==> src/rtl/stream_bp_pattern.sv <==
// Rotating backpressure pattern: load wins over enable, rotates right by one per enabled cycle.
// Stall bit is the registered LSB, so it has no combinational path from any input.
module stream_bp_pattern #(
   parameter int PAT_W = 8
)(
   input  logic             clk,
   input  logic             rst_n,
   input  logic             load,
   input  logic [PAT_W-1:0] load_pat,
   input  logic             en,
   output logic             stall
);

   logic [PAT_W-1:0] pat;

   always_ff @(posedge clk or negedge rst_n) begin
      if (!rst_n) begin
         pat <= '0;
      end else if (load) begin
         pat <= load_pat;
      end else if (en) begin
         pat <= {pat[0], pat[PAT_W-1:1]};
      end
   end

   assign stall = pat[0];

endmodule

==> config.mk <==
export PLATFORM = sky130hd
export DESIGN_NAME = stream_bp_pattern
export DESIGN_NICKNAME = d
export VERILOG_FILES = /design/src/rtl/stream_bp_pattern.sv
export SDC_FILE = /design/constraint.sdc
export NUM_CORES = 1
export LEC_CHECK = 0
export CORE_AREA = 2 2 39 41
export DETAILED_ROUTE_END_ITERATION = 10
export DIE_AREA = 0 0 41 43
export MAX_ROUTING_LAYER = met4
export PLACE_DENSITY_LB_ADDON = 0.3
export SLEW_MARGIN = 10
export SYNTH_ARGS = -nofsm -noshare
export SYNTH_HDL_FRONTEND = slang
export SYNTH_SLANG_ARGS = --single-unit
==> constraint.sdc <==
create_clock -name clk -period 1.1 [get_ports clk]
set_input_delay 0.22 -clock clk [delete_from_list [all_inputs] [get_ports clk]]
set_output_delay 0.22 -clock clk [all_outputs]
set_load 0.01 [all_outputs]
[Word level (Yosys, flattened, before mapping)]
Cells that the tools add are included.
Word-level totals
  register bits after elaboration: 8
  latch bits: 0
  bits in writable memories: 0
  memory bits (read-only): 0
  output and inout port bits: 1
  logic and storage cells: 4
  memories kept: 0
Operators by class
  add/subtract/negate cells: 0
  multipliers: 0
  divide/modulo/power cells: 0
  order comparisons: 0
  equality and inequality tests: 0
  shift operators: 0
  multiplexer cells: 2
  bitwise logic cells: 0
  reduce and logical (&&, ||, !) cells: 1
Operators with widths (count)
  $mux W8: 2
  $reduce_bool A2 Y1: 1

[Longest topological paths before layout]
  depth in word-level cells: 2
  mapped depth: 3

[Worst setup path after synthesis]
Ideal clock, no wire load.
  path type: reg-to-reg
  start: register pat[0]
  end: register pat[7]
  setup time: 0.121 ns
  data arrival time: 0.594 ns
  required time: 0.979 ns
  slack: 0.385 ns
  cell stages (with the launch flop): 3
  period minus slack after synthesis: 0.715 ns
  cells stage by stage: dfrtp_1 > mux2i_1 > o21ai_1
Between the ends
  longest elaborated chain between the ends: 2
RTL lines
  from (decl): line 14  | logic [PAT_W-1:0] pat;
  from (signal assigned): line 20  | pat <= load_pat;
  from (signal assigned): line 22  | pat <= {pat[0], pat[PAT_W-1:1]};
  $mux W8: line 21  | end else if (en) begin
  $mux W8: line 19  | end else if (load) begin
No other way between the ends. The select of a mux whose other input is x is not followed.
A chain may end at the register's enable or synchronous reset.

[Final worst setup path]
  start: register pat[0]
  end: output port stall
RTL lines
  to (decl): line 11  | output logic stall
No word-level cell between the ends.

==> tab_implementation.tex <==
\begin{tabular}{lr}
\hline
Metric & Value \\
\hline
\multicolumn{2}{l}{\textbf{Run status}} \\
Run status & complete, no violations \\
\multicolumn{2}{l}{\textbf{Flow run}} \\
Reported max-cap violation count & 0 \\
\multicolumn{2}{l}{\textbf{Timing}} \\
Final-report hold violation count & 0 \\
Transition time at the pin with the least slew margin & 0.352 ns \\
Final Worst Setup Slack & 0.0231 ns \\
Endpoints failing setup & 0 \\
Max Freq & 0.929 GHz \\
Crit path time final & 1.08 ns \\
Period utilisation layout & 0.979 \\
RSZ-0062 raised after global routing & false \\
Worst Hold Slack & 0.239 ns \\
Final max-slew violation count & 0 \\
Final Skew & 0.00234 ns \\
Slew HR & 0.765 \\
\multicolumn{2}{l}{\textbf{Critical path}} \\
Crit path required time & 0.88 ns \\
Data arrival time of the worst path & 0.86 ns \\
Critical Path Source Type & flop \\
Top cell family by delay on the critical path & flip-flops \\
Slowest cell on the critical path & sky130\_fd\_sc\_hd\_\_dfrtp\_1 \\
Kind of critical path & flop to primary output \\
Sequence of cells on the critical path & clkdlybuf4s15\_1 \\
Critical Path Sink Type & primary output \\
Max FO, Critical Path & 2 \\
Worst path max stage delay & 0.37 ns \\
Worst path buffer plus inverter count & 1 \\
\multicolumn{2}{l}{\textbf{Placement}} \\
Number of buffer cells added on primary ports & 12 \\
Global placement routability congestion & 0.690 \\
Placed standard-cell area & 533 um\^{}2 \\
Setup WS pre-CTS & -0.163 ns \\
\multicolumn{2}{l}{\textbf{Synth}} \\
Number of warning messages in the yosys log & 0 \\
Post-synthesis share of cell area spent on xor and xnor gates & 0 \\
Synthesized netlist net count & 46 \\
Cells after synthesis & 34 \\
Synthesized cell area & 373 um\^{}2 \\
Number of distinct standard cells referenced by the synthesized netlist & 5 \\
Register area share after synthesis & 0.537 \\
Share of the synthesized area in compound gates (AO/OA/AOI/OAI) & 0.107 \\
Adder and majority gate portion of the synthesized area & 0 \\
Seq cells post-synth & 8 \\
Share of cell area taken by muxes after synthesis & 0.215 \\
Post-Syn Area per Cell & 11.0 um\^{}2 \\
Basic-gate share of the synthesized area counting and, or, nand and nor cells & 0.0805 \\
Main combinational cell family by area after synthesis & multiplexers \\
\multicolumn{2}{l}{\textbf{CTS}} \\
Clock Latency Late Sink & 0.25 ns \\
Number of clock buffers inserted by TritonCTS & 3 \\
Depth of the CTS H-tree & 1 \\
Post-CTS Resized & 2 \\
Number of clock sinks seen by CTS & 8 \\
Buffers inserted during post-CTS setup optimization & 0 \\
Total of hold buffers inserted after clock tree synthesis & 0 \\
Post-CTS clock slew at the launch and capture registers of the worst setup and hold paths & 0.05 ns \\
Clock buffer depth & 2 \\
TritonCTS clock tree & yes \\
Root buffer selected by CTS & sky130\_fd\_sc\_hd\_\_clkbuf\_4 \\
\multicolumn{2}{l}{\textbf{Floorplanning}} \\
Chip width & 41 um \\
Initial Util & 0.269 \\
Number of rows created at floorplan & 14 \\
Floorplan Core Area & 1380 um\^{}2 \\
Die footprint & 1760 um\^{}2 \\
Y dimension of the die & 43 um \\
Number of placed I/O pins & 13 \\
\multicolumn{2}{l}{\textbf{Drt}} \\
Vias per cell & 4.42 \\
Final Routed Wirelength & 635 um \\
Number of search-and-repair iterations in the first detailed-routing pass & 3 \\
Drt first-iter violations & 1 \\
WL per Instance & 9.48 um \\
Vias after detailed routing & 296 \\
Number of antenna-violating nets in the routed design & 0 \\
DRC viols & 0 \\
\multicolumn{2}{l}{\textbf{Cells and area}} \\
Post-layout nets & 65 \\
Area of the multi-input gates & 150 um\^{}2 \\
Count of antenna diodes in the layout & 0 \\
Fraction of the core area covered by cells at the end of the flow & 0.401 \\
Max FFs per register & 8 \\
Area growth, synth to finish & 49.0\% \\
Register area & 200 um\^{}2 \\
Layout cells sized above 1 & 0.137 \\
Most flops, register & pat \\
Number of filler cells placed in the layout & 142 \\
Top flop regs & pat x8 \\
Post-route standard cell area excluding fillers & 556 um\^{}2 \\
\multicolumn{2}{l}{\textbf{Power and ir drop}} \\
Overall power consumption & 699 uW \\
Worst vdd rail ir drop & 525 uV \\
Static power due to leakage & 0.257 nW \\
Cell Pwr Density & 1260 nW/um\^{}2 \\
\multicolumn{2}{l}{\textbf{GRT}} \\
Number of antenna violations at the first check in global routing & 0 \\
First-pass GRT wire length & 1.02 mm \\
Aggregate global-route resource usage & 0.0965 \\
Remaining global-route overflow & 0 \\
Maximum number of pins on one net before global-route repair & 9 \\
Vias in the first global route & 269 \\
\multicolumn{2}{l}{\textbf{Hold path}} \\
Tightest Hold Check Type & input port to asynchronous set/reset pin \\
\hline
\end{tabular}
[report_power, final]
group / switching (mW) / internal, mW / leakage, nW
clock network: 0.0993 / 0.125 / 0.0138
registers: 0.0149 / 0.325 / 0.0974
logic: 0.0503 / 0.0846 / 0.146
[layout make-up]
cell class	count	share of cell area
clock buffer	3	0.0405
timing repair buffer	16	0.293
multi-input combinational	24	0.270
sequential	8	0.360
tap	16	0.0360
[stage by stage]
step	TNS [ns]	cells
after global routing	0	67
after detailed placement	-1.21	64
final	0	67
after floorplan	0	34
after global placement	-1.18	64
after CTS	0	67
[layer usage]
layer / vias to the layer above / routed length [um] / part of all wire / track usage
li1: 153 / - / - / -
met1: 129 / 301 / 0.47 / 0.122
met2: 10 / 262 / 0.41 / 0.100
met3: 4 / 47 / 0.074 / 0.0314
met4: 0 / 23 / 0.036 / 0.120
met5: - / 0 / 0 / -
[path summary, 6_finish.rpt]
check | depth (start not counted) | startpoint | to | slack [ns]
setup / recovery | 1 | pat[0]$_DFFE_PN0P_ | stall | 0.02
hold / removal | 1 | rst_n | pat[5]$_DFFE_PN0P_ | 0.24
setup reg to reg | 3 | pat[0]$_DFFE_PN0P_ | pat[7]$_DFFE_PN0P_ | 0.27
hold reg to reg | 2 | pat[5]$_DFFE_PN0P_ | pat[5]$_DFFE_PN0P_ | 0.55
max in group asynchronous | 1 | rst_n | pat[1]$_DFFE_PN0P_ | 0.60
min in group clk | 3 | load_pat[7] | pat[7]$_DFFE_PN0P_ | 0.51
[synthesized netlist by cell type, drive strengths merged]
library cell | number | area share
buf | 2 | 0.060
dfrtp | 8 | 0.54
mux2i | 8 | 0.21
nand2 | 8 | 0.081
o21ai | 8 | 0.11
[cell usage in the layout (no fill, tap or decap)]
cell,count
sky130_fd_sc_hd__clkdlybuf4s50_1,11
sky130_fd_sc_hd__mux2i_1,8
sky130_fd_sc_hd__buf_12,1
sky130_fd_sc_hd__nand2_1,8
sky130_fd_sc_hd__o21ai_1,8
sky130_fd_sc_hd__clkdlybuf4s15_1,1
sky130_fd_sc_hd__clkbuf_4,3
sky130_fd_sc_hd__buf_4,3
sky130_fd_sc_hd__dfrtp_1,8
[worst reg2reg max path: cells and delay by family (launching register included)]
family,cells,cell delay (ns)
multiplexers,1,0.14
buffers and inverters,1,0.13
AO/OA/AOI/OAI,1,0.07
flip-flops,1,0.37
[kinds of logic after synthesis]
family,count (synthesis)
simple gates,8
buf+inv,2
flops,8
mux,8
compound gates,8
Note: power is estimated with default switching activity, not from simulation.
